--- config.mk ---
export PLATFORM = sky130hd
export DESIGN_NAME = ifu_fetch_queue
export DESIGN_NICKNAME = d
export VERILOG_FILES = /design/src/rtl/ifu_fetch_queue.sv
export SDC_FILE = /design/constraint.sdc
export NUM_CORES = 1
export LEC_CHECK = 0
export CELL_PAD_IN_SITES_DETAIL_PLACEMENT = 1
export CELL_PAD_IN_SITES_GLOBAL_PLACEMENT = 1
export CORE_UTILIZATION = 40
export DETAILED_ROUTE_END_ITERATION = 12
export PLACE_DENSITY = 0.87
export SYNTH_ARGS = -nofsm -noshare
export SYNTH_HDL_FRONTEND = slang
export SYNTH_SLANG_ARGS = --single-unit
--- constraint.sdc ---
create_clock -name clk -period 6.52 [get_ports clk]
set_clock_uncertainty 0.15 [all_clocks]
set_input_delay 0.652 -clock clk [delete_from_list [all_inputs] [get_ports clk]]
set_output_delay 0.652 -clock clk [all_outputs]
set_load 0.02 [all_outputs]
--- src/rtl/ifu_fetch_queue.sv ---
// Sequential instruction-fetch front end: word requests to imem, response FIFO, head slot for the IADU.
// Define IFU_BUS_ERR_EN to carry a per-word bus error to the IADU as o_fetch_fault.
module ifu_fetch_queue #(
    parameter logic [31:0] RESET_PC   = 32'h0000_0000,
    parameter int          FIFO_DEPTH = 2,
    parameter logic [31:0] NOP        = 32'h0000_0013
) (
    input  logic        clk,
    input  logic        reset_n,
    input  logic        i_redirect,
    input  logic [31:0] i_redirect_pc,
    input  logic        i_decode_busy,
    input  logic        i_hold,
    input  logic        i_inc_by_2,
    output logic        o_imem_req_valid,
    input  logic        i_imem_req_ready,
    output logic [31:0] o_imem_addr,
    input  logic        i_imem_rsp_valid,
    input  logic [31:0] i_imem_rsp_data,
`ifdef IFU_BUS_ERR_EN
    input  logic        i_imem_rsp_err,
    output logic        o_fetch_fault,
`endif
    output logic        o_valid,
    output logic [31:0] o_inst,
    output logic [31:0] o_pc,
    output logic [31:0] o_pc_next
);

    localparam int AW = $clog2(FIFO_DEPTH);
    localparam int CW = AW + 1;
    localparam logic [CW-1:0] DEPTH_C = CW'(FIFO_DEPTH);

    // Handshake: a request transfers on a cycle where o_imem_req_valid && i_imem_req_ready;
    // valid never depends on ready. Responses have no back-pressure: one per accepted request, in order.

    logic [29:0]   waddr_q;
    logic [29:0]   rsp_waddr_q;
    logic          half_q;
    logic          first_q;
    logic [CW-1:0] outstanding_q;
    logic [CW-1:0] discard_q;
    logic [CW-1:0] count_q;
    logic [AW-1:0] rd_ptr_q;
    logic [AW-1:0] wr_ptr_q;
    logic [31:0]   pc_hold_q;

    logic [31:0]   data_mem [FIFO_DEPTH];
    logic [29:0]   addr_mem [FIFO_DEPTH];

    logic          req_fire;
    logic          push;
    logic          pop;
    logic          head_err;
    logic [31:0]   head_pc;
    logic [CW-1:0] outstanding_nxt;
    logic          unused_redirect_lsb;

    assign unused_redirect_lsb = i_redirect_pc[0];

    // Request is masked in reset so nothing is offered before the first clock after release.
    assign o_imem_req_valid = reset_n && !i_redirect && ((outstanding_q + count_q) < DEPTH_C);
    assign o_imem_addr      = {waddr_q, 2'b00};
    assign req_fire         = o_imem_req_valid && i_imem_req_ready;

    assign push    = i_imem_rsp_valid && (discard_q == '0) && !i_redirect;
    assign o_valid = (count_q != '0);
    assign pop     = o_valid && !i_decode_busy && !i_hold && !i_redirect;

    // A response landing during a redirect retires its request along with being dropped.
    assign outstanding_nxt = outstanding_q + CW'(req_fire) - CW'(i_imem_rsp_valid);

`ifdef IFU_BUS_ERR_EN
    logic err_mem [FIFO_DEPTH];
    assign head_err      = err_mem[rd_ptr_q];
    assign o_fetch_fault = o_valid && head_err;

    always_ff @(posedge clk) begin
        if (push) begin
            err_mem[wr_ptr_q] <= i_imem_rsp_err;
        end
    end
`else
    assign head_err = 1'b0;
`endif

    assign head_pc = {addr_mem[rd_ptr_q], half_q, 1'b0};

    always_comb begin
        o_inst    = NOP;
        o_pc      = pc_hold_q;
        if (o_valid) begin
            o_pc = head_pc;
            if (!head_err) begin
                o_inst = data_mem[rd_ptr_q];
            end
        end
        // first_q forces a discontinuity so the IADU restarts alignment.
        o_pc_next = first_q ? o_pc : o_pc + 32'd4;
    end

    always_ff @(posedge clk) begin
        if (push) begin
            data_mem[wr_ptr_q] <= i_imem_rsp_data;
            addr_mem[wr_ptr_q] <= rsp_waddr_q;
        end
    end

    always_ff @(posedge clk or negedge reset_n) begin
        if (!reset_n) begin
            waddr_q       <= RESET_PC[31:2];
            rsp_waddr_q   <= RESET_PC[31:2];
            half_q        <= RESET_PC[1];
            first_q       <= 1'b1;
            outstanding_q <= '0;
            discard_q     <= '0;
            count_q       <= '0;
            rd_ptr_q      <= '0;
            wr_ptr_q      <= '0;
            pc_hold_q     <= RESET_PC;
        end else begin
            outstanding_q <= outstanding_nxt;
            if (o_valid) begin
                pc_hold_q <= head_pc;
            end
            if (i_redirect) begin
                count_q     <= '0;
                rd_ptr_q    <= '0;
                wr_ptr_q    <= '0;
                discard_q   <= outstanding_nxt;
                waddr_q     <= i_redirect_pc[31:2];
                rsp_waddr_q <= i_redirect_pc[31:2];
                half_q      <= i_redirect_pc[1];
                first_q     <= 1'b1;
            end else begin
                if (i_imem_rsp_valid && (discard_q != '0)) begin
                    discard_q <= discard_q - CW'(1);
                end
                if (req_fire) begin
                    waddr_q <= waddr_q + 30'd1;
                end
                if (push) begin
                    wr_ptr_q    <= wr_ptr_q + AW'(1);
                    rsp_waddr_q <= rsp_waddr_q + 30'd1;
                end
                if (pop) begin
                    rd_ptr_q <= rd_ptr_q + AW'(1);
                    first_q  <= 1'b0;
                    if (i_inc_by_2) begin
                        half_q <= 1'b0;
                    end
                end
                count_q <= count_q + CW'(push) - CW'(pop);
            end
        end
    end

endmodule
==> flow_metrics.tcl <==
set metrics [dict create \
    status "completed" \
    cts_buffers 25 \
    timing_hold_violations_final 0 \
    core_um2 25250 \
    die_h_um 162.8 \
    wire_per_inst_um 20.87 \
    initial_core_util 0.4093 \
    insertion_delay_ns 0.52 \
    drive_above_1_share 0.1235 \
    slew_headroom 0.3613 \
    gp_congestion 0.8086 \
    setup_viol 0 \
    drt_iter0_drc 382 \
    p_leak_nw 4.850 \
    htreeDepth 1 \
    synth_ff_type "edfxtp_1" \
    ys_seq_elements 226 \
    core.rowCount 58 \
    ant_nets 0 \
    clk_pin_slew_worst_paths_ns 0.06 \
    numPortBuffers 198 \
    finalNetCount 1081 \
    syn_area_um2 10340 \
    clock-sinks 226 \
    cts_tree "done" \
    grt_max_degree 72 \
    dr_total_vias 7159 \
    num_io_pins 202 \
    place.detailed.hpwl_mm 19.77 \
    avgSynthCellArea_um2 12.89 \
    ys_seq_area_frac 0.6073 \
    hold_path_class "flip-flop to flip-flop" \
    end_kind "output port" \
    synth_cell_types 51 \
    async_reset_ff_frac 0.4513 \
    critPathArrivalTime_ns 4.38 \
    synth-edff-count 124 \
    viasPerCell 5.299 \
    root_buffer "clkbuf_16" \
    yosys_warnings 0 \
    tightest_slew_ns 0.9581 \
    cp.required_ns 5.72 \
    grt_setup_unrepaired "false" \
    grt_use_total 0.2169 \
    grt_pass1_vias 7717 \
    post-route-min-period_ns 5.178 \
    fillers 2574 \
    start_kind "flip-flop" \
    grt_pass1_wl_mm 44.09 \
    fin_crit_sh 0.7941 \
    die_w_um 162.8 \
    totalWireLength_mm 28.20 \
    worstHoldPathCells 0 \
    setup_tns_ns 0 \
    path_max_fanout 21 \
    fmax_mhz 193.1 \
    maxCapViolCount 0 \
    cts_resized 0 \
    drc 0 \
    first_pass_iters 4 \
    rr_worst_depth 11 \
    hold_ws_ns 0.3746 \
    clockBufferDepth 3 \
    grt_remaining_overflow 0 \
    crit_type "flip-flop to output port" \
    finalMaxSlewViolations 0 \
    pwr_density_cell_nw_per_um2 392.3 \
    antenna_found_initial 1 \
    dieArea_um2 26490 \
    irDropWorstVdd_mv 0.2006 \
    areaGrowthSynthToFinish_pct 30.53 \
    syn_inst 802 \
]
[synth_stat cells, types with 2 or more instances]
| library cell | count | area share |
|---|---|---|
| clkbuf_1 | 16 | 0.0058 |
| nor2b_1 | 4 | 0.0024 |
| ha_1 | 8 | 0.0097 |
| buf_2 | 4 | 0.0019 |
| and4_1 | 11 | 0.0093 |
| nor4_1 | 12 | 0.0073 |
| xnor2_1 | 54 | 0.046 |
| buf_4 | 9 | 0.0065 |
| a21o_1 | 2 | 0.0015 |
| a21oi_2 | 5 | 0.0042 |
| nand3_1 | 28 | 0.014 |
| mux2i_1 | 64 | 0.062 |
| nand4_1 | 13 | 0.0079 |
| nor2_1 | 59 | 0.021 |
| and4b_1 | 2 | 0.0019 |
| o21ai_0 | 11 | 0.0053 |
| inv_1 | 22 | 0.0080 |
| buf_6 | 4 | 0.0044 |
| dfrtp_1 | 101 | 0.24 |
| and2_1 | 3 | 0.0018 |
| nor4b_2 | 2 | 0.0029 |
| and3_1 | 12 | 0.0073 |
| a211oi_1 | 4 | 0.0029 |
| nor4_2 | 4 | 0.0048 |
| xor2_1 | 35 | 0.030 |
| a21oi_1 | 23 | 0.011 |
| nand2_1 | 53 | 0.019 |
| buf_1 | 4 | 0.0015 |
| nor3_1 | 39 | 0.019 |
| edfxtp_1 | 124 | 0.36 |
| or4_1 | 2 | 0.0015 |
| mux2_2 | 48 | 0.052 |
| o211ai_1 | 2 | 0.0015 |
[worst paths after layout]
path	startpoint	slack (ns)	endpoint
max in group asynchronous	reset_n	4.30	rd_ptr_q
min	rsp_waddr_q[29]	0.37	addr_mem[0][29]
min reg2reg	rsp_waddr_q[29]	0.37	addr_mem[0][29]
max reg2reg	count_q[0]	3.39	discard_q[1]
min in group asynchronous	reset_n	0.47	waddr_q[4]
max	count_q[0]	1.34	o_pc_next[22]
[flip-flops by register name (all words and copies together) (netlist names)]
register       count
rsp_waddr_q       30
discard_q          2
addr_mem          60
wr_ptr_q           1
outstanding_q      2
pc_hold_q         32
waddr_q           30
data_mem          64
rd_ptr_q           1
first_q            1
half_q             1
count_q            2
[layout make-up]
class | count | area, um^2 | share of cell area
flip-flops and latches | 226 | 6281 | 0.4655
multi-input cells | 516 | 3760 | 0.2787
repair buffers | 209 | 2064 | 0.1530
clock buffers | 35 | 735.7 | 0.05453
well taps | 330 | 412.9 | 0.03060
clock inverters | 11 | 146.4 | 0.01085
inverters | 23 | 88.84 | 0.006584
diodes | 1 | 2.502 | 0.0001855
[critical path: stages (launching register included)]
cell and delay (ns):
dfrtp_1 0.68, nor2_4 0.25, inv_4 0.13, a21oi_1 0.43
ha_1 0.23, nor2b_1 0.21, and3_1 0.37, nand3_2 0.33
nor4_2 0.29, xor2_1 0.25, clkdlybuf4s50_1 0.68
[logic make-up after synthesis]
| family | Yosys count | synth area share |
|---|---|---|
| simple gates | 255 | 0.1336 |
| fa+ha+maj | 8 | 0.009684 |
| other cells | 1 | 0.0003628 |
| mux | 112 | 0.1143 |
| buf+inv | 61 | 0.03014 |
| compound gates | 50 | 0.02917 |
| flops | 226 | 0.6073 |
| xor+xnor | 89 | 0.07541 |
[where the power goes]
part | internal [mW] | switching (mW) | total (mW)
clock | 0.910 | 0.574 | 1.48
sequential | 1.74 | 0.140 | 1.88
combinational | 0.813 | 1.12 | 1.93
total | 3.46 | 1.83 | 5.29
[metrics by stage]
stage / instances / utilization / instance area [um^2] / worst slack, ns / power, mW
6_report: 1351 / 0.5342 / 13490 / 1.342 / 5.293
5_1_grt: 1351 / 0.5342 / 13490 / 1.048 / 5.532
4_1_cts: 1350 / 0.5341 / 13490 / 1.209 / 5.352
3_5_place_dp: 1303 / 0.4988 / 12600 / 1.821 / 3.837
3_3_place_gp: 1303 / 0.4988 / 12600 / 1.925 / 3.766
2_1_floorplan: 803 / - / 10340 / 1.915 / 2.935
[per-layer routing]
metal	GRT usage	up-vias	wire length (um)
met3	0.03896	37	1629
met5	0	-	0
met4	0.05353	0	527
li1	-	3293	-
met1	0.2877	3599	12520
met2	0.3669	230	13530
[timing repair]
| item | 4_1_cts | 5_1_grt |
|---|---|---|
| endpoints found under the hold margin | 31 | 0 |
| buffers inserted | 0 | 0 |
| hold buffers | 1 | 0 |
[cells in the final DEF (no fill, tap or decap), types with 23 or more instances in the layout]
| master | instances |
|---|---|
| clkdlybuf4s50_1 | 197 |
| nor3_1 | 39 |
| a21oi_1 | 23 |
| nor2_1 | 58 |
| mux2i_1 | 64 |
| edfxtp_1 | 124 |
| nand2_1 | 53 |
| mux2_2 | 48 |
| clkbuf_16 | 27 |
| dfrtp_1 | 100 |
| nand3_1 | 28 |
| xor2_1 | 35 |
| xnor2_1 | 54 |
(Power assumes the default switching activity.)
